File: src/rtl/bus_datapath_pkg.sv
// Shared types and control-word layout for the bus datapath.
package bus_datapath_pkg;

  localparam int CTRL_W = 16;

  // Control-word bit positions, as emitted by control_module
  localparam int B_MO  = 0;
  localparam int B_MAI = 1;
  localparam int B_MI  = 2;
  localparam int B_AI  = 3;
  localparam int B_AO  = 4;
  localparam int B_BI  = 5;
  localparam int B_ALO = 6;
  localparam int B_ALS = 7;
  localparam int B_PCI = 8;
  localparam int B_PCO = 9;
  localparam int B_PCS = 10;
  localparam int B_II  = 11;
  localparam int B_OUI = 12;
  localparam int B_CZ  = 13;

  localparam logic TRUE = 1'b1;
  localparam logic ZERO = 1'b0;

  typedef struct packed {
    logic mo, mai, mi, ai, ao, bi, alo, als, pci, pco, pcs, ii, oui, cz;
  } ctrl_t;

  // Unpack the raw control word into named strobes
  function automatic ctrl_t decode(input logic [CTRL_W-1:0] c);
    ctrl_t d;
    d.mo  = c[B_MO];  d.mai = c[B_MAI]; d.mi  = c[B_MI];  d.ai  = c[B_AI];
    d.ao  = c[B_AO];  d.bi  = c[B_BI];  d.alo = c[B_ALO]; d.als = c[B_ALS];
    d.pci = c[B_PCI]; d.pco = c[B_PCO]; d.pcs = c[B_PCS]; d.ii  = c[B_II];
    d.oui = c[B_OUI]; d.cz  = c[B_CZ];
    return d;
  endfunction

  // True when two or more bus drivers are enabled at once
  function automatic logic multi_drv(input logic [3:0] s);
    return (s & (s - 4'd1)) != 4'd0;
  endfunction

endpackage

File: src/rtl/bus_datapath_alu.sv
// Combinational add/subtract unit with carry out (SUB carry = no borrow).
module alu_unit #(
  parameter int W = 8
) (
  input  logic [W-1:0] a,
  input  logic [W-1:0] b,
  input  logic         sub,
  output logic [W-1:0] result,
  output logic         carry
);
  // Subtract as A + ~B + 1 so carry reads as "no borrow"
  assign {carry, result} = {1'b0, a} + {1'b0, (sub ? ~b : b)} + {{W{1'b0}}, sub};
endmodule

File: src/rtl/bus_datapath.sv
// Executing datapath: registers, shared bus, ALU, RAM and program-load port.
module bus_datapath
  import bus_datapath_pkg::*;
#(
  parameter int DATA_WIDTH      = 8,
  parameter int ADDR_WIDTH      = 8,
  parameter int CONTROL_SIGNALS = CTRL_W
) (
  input  logic                       clk,
  input  logic                       rst,
  input  logic [CONTROL_SIGNALS-1:0] ctrl,
  output logic [DATA_WIDTH-1:0]      ireg,
  output logic                       zf,
  output logic                       cf,
  output logic [DATA_WIDTH-1:0]      out_data,
  output logic                       out_valid,
  output logic                       bus_err,
  input  logic                       ld_en,
  input  logic [ADDR_WIDTH-1:0]      ld_addr,
  input  logic [DATA_WIDTH-1:0]      ld_data
);

  logic [DATA_WIDTH-1:0] mem [2**ADDR_WIDTH];
  logic [ADDR_WIDTH-1:0] pc, mar;
  logic [DATA_WIDTH-1:0] a, b, ir, outr, bus;
  logic [DATA_WIDTH-1:0] alu_r, flg_r;
  logic                  alu_c, flg_c;
  logic                  als_q, flag_pend;
  ctrl_t                 cw;
  logic                  unused_ctrl;

  // Control strobes are dead while loading a program or held in reset
  always_comb begin
    cw = '0;
    if (!ld_en && rst) cw = decode(CTRL_W'(ctrl));
  end

  // cz has no datapath effect; spare control bits are ignored
  assign unused_ctrl = ^{ctrl, cw.cz};

  alu_unit #(.W(DATA_WIDTH)) u_alu (
    .a(a), .b(b), .sub(cw.als), .result(alu_r), .carry(alu_c)
  );

  // Second copy evaluates the op captured with B, for the deferred flag latch
  alu_unit #(.W(DATA_WIDTH)) u_flag (
    .a(a), .b(b), .sub(als_q), .result(flg_r), .carry(flg_c)
  );

  // Shared bus: wired-OR of enabled sources, zero when idle
  always_comb begin
    bus = '0;
    if (cw.mo)  bus = bus | mem[mar];
    if (cw.pco) bus = bus | DATA_WIDTH'(pc);
    if (cw.ao)  bus = bus | a;
    if (cw.alo) bus = bus | alu_r;
  end

  // RAM: load port has priority and works regardless of reset
  always_ff @(posedge clk) begin
    if (ld_en)      mem[ld_addr] <= ld_data;
    else if (cw.mi) mem[mar] <= bus;
  end

  // Architectural registers, flags and status
  always_ff @(posedge clk) begin
    if (!rst) begin
      pc <= '0; mar <= '0; a <= '0; b <= '0; ir <= '0; outr <= '0;
      zf <= 1'b0; cf <= 1'b0; als_q <= 1'b0; flag_pend <= 1'b0;
      out_valid <= 1'b0; bus_err <= 1'b0;
    end else begin
      if (cw.mai) mar <= bus[ADDR_WIDTH-1:0];
      if (cw.ai)  a <= bus;
      if (cw.ii)  ir <= bus;
      if (cw.oui) outr <= bus;
      if (cw.pci)      pc <= bus[ADDR_WIDTH-1:0];
      else if (cw.pcs) pc <= pc + 1'b1;
      if (cw.bi) begin
        b     <= bus;
        als_q <= cw.als;
      end
      // Flags latch one edge after B loads, from the A/B of that cycle
      if (flag_pend) begin
        zf <= (flg_r == '0);
        cf <= flg_c;
      end
      flag_pend <= cw.bi;
      out_valid <= cw.oui;
      if (multi_drv({cw.mo, cw.pco, cw.ao, cw.alo})) bus_err <= TRUE;
    end
  end

  assign ireg     = ir;
  assign out_data = outr;

endmodule

File: config.mk
export PLATFORM = sky130hd
export DESIGN_NAME = bus_datapath
export DESIGN_NICKNAME = d
export VERILOG_FILES = /design/src/rtl/bus_datapath_pkg.sv /design/src/rtl/bus_datapath_alu.sv /design/src/rtl/bus_datapath.sv
export SDC_FILE = /design/constraint.sdc
export NUM_CORES = 2
export LEC_CHECK = 0
export ABC_AREA = 0
export CAP_MARGIN = 20
export CORE_ASPECT_RATIO = 1.75
export CORE_MARGIN = 5
export CORE_UTILIZATION = 40
export DETAILED_ROUTE_END_ITERATION = 7
export HOLD_SLACK_MARGIN = 0.05
export SLEW_MARGIN = 15
export SYNTH_ARGS = -nofsm -noshare
export SYNTH_HDL_FRONTEND = slang
export SYNTH_SLANG_ARGS = --single-unit
File: constraint.sdc
create_clock -name clk -period 44.5 [get_ports clk]
set_clock_uncertainty 0.15 [all_clocks]
set_input_delay 8.9 -clock clk [delete_from_list [all_inputs] [get_ports clk]]
set_output_delay 8.9 -clock clk [all_outputs]
set_load 0.02 [all_outputs]
======== Word-level counts from Yosys, hierarchy flattened ========
Memory sizes are Yosys's and may differ from the RTL's. A register that Yosys moved wholly into a read port is not among the register bits.
Cells that the tools add are included.
W data, S select, Z words.
operators by class
  add/subtract/negate cells ............... 6
  bitwise gates (word level) .............. 5
  reductions and logical operators ........ 6
  mux-type cells .......................... 19
operators by type and width
  kind                   count
  $mux W8                12
  $or A8 B8 Y8           3
  $mux W14               1
  $add A8 B8 Y9          1
  $add A9 B1 Y9          1
  $add A8 B1 Y8          1
  $add A8 B1 Y8 const B  1
  $add A8 B8 Y8          1
  $logic_not A8 Y1       1
  $not A8 Y8             1
  $reduce_or A8 Y1       1
  $mux W1                6
  $and A4 B4 Y4          1
  $reduce_bool A4 Y1     1
  $sub A4 B1 Y4 const B  1
  $reduce_bool A2 Y1     1
  $logic_and A1 B1 Y1    1
  $logic_not A1 Y1       1
storage, ports and cells
  flip-flop bits (word level) ............. 54
  input bits .............................. 35
  logic and storage cells ................. 49
  memories kept ........................... 1
  RAM bits ................................ 2048
  output and inout port bits .............. 20
memory list
  memory  words  width  rd ports  clocked after memory_dff  write ports  RTL line            text
  mem     256    8      1         1                         1            bus_datapath.sv:23  logic [DATA_WIDTH-1:0] mem [2**ADDR_WIDTH];

======== Logic depth before layout (Yosys ltp) ========
  depth after elaboration ................. 12
  mapped depth ............................ 13
  gate-level depth less buffers ........... 11

======== By module ========
Synthesis repeated with hierarchy kept, for this count alone.
unflattened totals
  cell total of the unflattened synthesis .. 4133
  area, all modules ....................... 83646.5 sq um
by module, submodules not included
  module        area an instance (sq um)  seq. area each (sq um)  times used  cells each
  bus_datapath  82768.1                   62740.2                 1           4033
  alu_unit      439.2                     0.0                     2           50

======== Worst setup path after synthesis ========
No wires, ideal clock.
  path kind ............................... input port to flip-flop
  start point ............................. input port rst
  end point ............................... memory mem[0][3], data pin
  setup time .............................. 2.188 ns
  buffers on the path ..................... 2
  arrival time ............................ 21.159 ns
  stages on the path ...................... 12
  required time ........................... 42.162 ns
  setup slack ............................. 21.002 ns
  cells stage by stage .................... clkbuf_1 -> nor2b_1 -> clkbuf_1 -> nand2_1 -> xnor2_1 -> ha_1 -> a21boi_0 -> o21a_1 -> o21a_1 -> o31ai_1 -> a211oi_2 -> o21ai_0
on the way
  cells in the longest elaborated chain, start to end .. 10
  elaborated cells on any way between the ends .. 17
  those cells by class .................... add/sub (2); mux (10); bitwise (3); reduce/logical (2)
ends and longest elaborated chain
  what                                                                   RTL line            text
  start: declaration                                                     bus_datapath.sv:10  input logic rst,
  $logic_and A1 B1 Y1 *                                                  bus_datapath.sv:35  if (!ld_en && rst) cw = decode(CTRL_W'(ctrl));
  $mux W14 *                                                             bus_datapath.sv:35
  parallel branches: the longest is 7 deep, another holds $add A8 B8 Y8  n/a
  $mux W8 (no line) *                                                    n/a
  end: declaration                                                       bus_datapath.sv:23
Every way passes the cells marked *.

======== Final worst setup path ========
  start point ............................. input port ld_en
  end point ............................... memory mem[135][1], data pin
on the way
  cells in the longest elaborated chain, start to end .. 11
  elaborated cells on any way between the ends .. 18
  those cells by class .................... add/sub (2); mux (10); bitwise (3); reduce/logical (3)
ends and longest elaborated chain
  what                                                                    RTL line            text
  start: declaration                                                      bus_datapath.sv:18  input logic ld_en,
  parallel branches: the longest is 10 deep, another holds $add A8 B8 Y8  n/a
  $mux W8 (no line) *                                                     n/a
Marked as above.

==> impl_metrics.py <==
metrics = {
    "outcome": {
        "status": "completed",
    },
    "finish": {
        "final_cells": 6765,
        "fillers": 17100,
        "areaGrowthSynthToFinish_pct": 11.4,
        "nNetsFinal": 4020,
        "drive_gt1_frac": 0.241,
    },
    "synth": {
        "yosysTopAreaCellShare": 0.744,
        "synth_fa_ha_area_frac": 0.00272,
        "yosysMostFrequentCell": "edfxtp_1",
        "synth_top_family_by_area": "multiplexers",
        "syn_inst": 3861,
        "yosys.area.top_type": "edfxtp_1",
        "synth-async-reset-ratio": 0,
        "synth_area_um2": 82700,
        "seq_area_frac_synth": 0.759,
        "ys_warn_count": 0,
        "synth-edff-count": 2048,
        "synth_cell_type_count": 73,
        "netlist_top_cells_area": "edfxtp_1, mux4_2, dfxtp_1, nor2_1, nand2_1",
        "synth_area_per_cell_um2": 21.4,
        "synth-xor-area-share": 0.00244,
        "synth.area.mux_share": 0.171,
        "synth-seq-cells": 2110,
        "synth_nets": 3912,
        "yosys.area_share.simple": 0.0289,
        "ys.flop_type": "edfxtp_1",
        "synth-compound-area-share": 0.0219,
        "synth_commonest_cells": "edfxtp_1, mux4_2, nor2_1",
    },
    "route": {
        "drc_errors": 0,
        "drtIter0Drc": 4187,
        "ant_nets": 0,
        "first_pass_iters": 6,
        "routed_wirelength_um": 214000,
        "via_per_inst": 5.81,
        "wl_per_cell_um": 31.6,
        "vias": 39300,
    },
    "clock_tree": {
        "cts_made_buffers": 181,
        "postCtsSetupRepairBufs": 0,
        "cts_tree": "done",
        "cts_buffer_depth": 4,
        "cts-root-buf": "clkbuf_16",
        "cts_max_level": 4,
        "cts_resized": 0,
        "cts.sinks": 2110,
        "insertion_delay_ns": 0.82,
        "path_clk_slew_ns": 0.06,
        "cts_hold_buffers": 0,
    },
    "critical_path": {
        "crit_path_end_kind": "flip-flop",
        "crit_type": "primary input to flip-flop",
        "arrival_ns": 14.31,
        "crit_chain": "clkdlybuf4s50_1 > nor2b_1 > buf_4 > and2_1 > o2111ai_1 > o31a_1 > o21ai_4 > buf_4 > buf_4 > buf_4",
        "path_buf_inv": 5,
        "critical-path-top-delay-family": "buffers and inverters",
        "crit_required_ns": 44.84,
        "startpoint_type": "primary input",
        "cp_max_fo": 95,
        "crit_path_top_delay_cell": "buf_4",
        "path_common_cell": "buf_4",
        "critPathMaxStageDelay_ns": 0.90,
    },
    "placement": {
        "dpl.hpwl_um": 133000,
        "place_congestion": 0.844,
        "portBuffers": 51,
        "post-place-ws_ns": 29.07,
        "dp.cells": 6445,
    },
    "timing": {
        "setup_slack_ns": 30.52,
        "fmax_ghz": 0.0715,
        "slew_headroom": 0.241,
        "hold_viol": 0,
        "tightest_slew_ns": 1.13,
        "tns_ns": 0,
        "drv_slew": 0,
        "period_minus_slack_ns": 13.98,
        "rsz0062_at_grt": "no",
        "setup_viol": 0,
        "timing.final.crit_share": 0.314,
    },
    "worst_hold_path": {
        "hold_path_class": "flip-flop to flip-flop",
    },
    "global_route": {
        "grt_usage": 0.197,
        "antenna_found_initial": 5,
        "grt_max_degree": 257,
        "grt-ovfl-total": 0,
        "grt_pass1_wl_um": 307000,
        "grt_pass1_vias": 41000,
    },
    "power_and_ir_drop": {
        "p_per_area_nw_per_um2": 42.7,
        "p_leak_nw": 27.4,
        "ir_drop_uv": 31.9,
        "totalPowerFinal_w": 0.00394,
    },
    "die": {
        "initial_core_util": 0.402,
        "die_height_um": 611,
        "die-area_um2": 216000,
        "io_pins": 55,
        "core.rowCount": 220,
        "core_area_um2": 206000,
        "die_w_um": 354,
    },
    "job": {
        "cap_violations": 0,
    },
}
==> worst reg2reg max path, cell delays in order (launching register included) <==
cell and delay, ns:
dfxtp_4 0.86, buf_12 0.45, buf_4 0.91, mux4_2 0.39, mux4_2 0.26, nand2_1 0.11, a32oi_1 0.55, o2111ai_1 0.26
o31a_1 0.50, o21ai_4 0.23, buf_4 0.69, buf_4 0.93, buf_4 0.89
==> where the power goes <==
group	leakage, nW	internal (W)	switching, W
Combinational	5.73	0.0000499	0.000123
Clock	2.76	0.000860	0.000700
Sequential	19.0	0.00220	0.00000481
Total	27.4	0.00311	0.000829
==> cells in the final DEF (no fill, tap or decap), drive strengths merged, types with 6 or more instances in the layout <==
| cell | n |
|---|---|
| nor3 | 12 |
| o22ai | 13 |
| o21ai | 51 |
| ha | 14 |
| buf | 97 |
| clkinv | 62 |
| o21bai | 6 |
| edfxtp | 2048 |
| mux4 | 606 |
| mux2 | 15 |
| o211ai | 7 |
| nand3 | 47 |
| inv | 20 |
| a31oi | 34 |
| dfxtp | 62 |
| a22o | 10 |
| bufinv | 16 |
| xnor2 | 15 |
| nand3b | 18 |
| nand4 | 7 |
| nor2 | 292 |
| and3 | 11 |
| and2 | 12 |
| clkbuf | 226 |
| a2111oi | 6 |
| nand2 | 113 |
| nor2b | 13 |
| a22oi | 42 |
| clkdlybuf4s50 | 50 |
| xor2 | 8 |
| clkinvlp | 7 |
| mux2i | 33 |
| nand2b | 7 |
| a21oi | 51 |
==> kinds of logic (layout without fill, tap and decap cells) <==
| group | after synthesis | in the layout |
|---|---|---|
| AO/OA/AOI/OAI | 267 | 267 |
| XOR/XNOR | 23 | 23 |
| adder cells (fa/ha/maj) | 17 | 17 |
| buffers and inverters | 241 | 478 |
| flip-flops | 2110 | 2110 |
| multiplexers | 654 | 654 |
| other | 0 | 3 |
| AND/OR/NAND/NOR | 549 | 549 |
==> stage by stage <==
step	instance area (µm²)	utilization	hold slack, ns
5_1_grt	92100	0.448	0.322
3_3_place_gp	86300	0.420	0.293
6_report	92100	0.448	0.309
3_5_place_dp	86300	0.420	0.302
2_1_floorplan	82700	-	0.283
4_1_cts	92000	0.447	0.312
==> metal layers <==
layer,GRT usage,part of all wire
met1,0.231,0.35
met3,0.0251,0.059
met4,0.0934,0.055
met2,0.358,0.54
met5,0,0.000070
==> flip-flops by register name, indices dropped and copies added (netlist names), named ones only <==
signal / cells
mar: 8
a: 8
out_valid: 1
bus_err: 1
als_q: 1
zf: 1
mem: 2048
out_data: 8
b: 8
ireg: 8
pc: 8
cf: 1
flag_pend: 1
==> worst paths after layout <==
path / from / end / slack [ns] / cells past startpoint
setup reg to reg: flip-flop / mem[135][1] / 36.90 / 12
setup / recovery: ld_en / mem[135][1] / 30.52 / 10
hold reg to reg: bus_err / bus_err / 0.31 / 2
hold / removal: bus_err / bus_err / 0.31 / 2
==> area by class of cell <==
cell class / count / area, µm² / area share
inverter: 19 / 76.3 / 0.000828
clock inverter: 86 / 840 / 0.00911
clock buffer: 226 / 4810 / 0.0523
sequential: 2110 / 62800 / 0.681
multi-input combinational: 1510 / 18900 / 0.205
timing repair buffer: 147 / 1430 / 0.0155
antenna: 3 / 7.51 / 0.0000815
tap: 2664 / 3330 / 0.0362
Note: power is estimated with default switching activity, not from simulation.
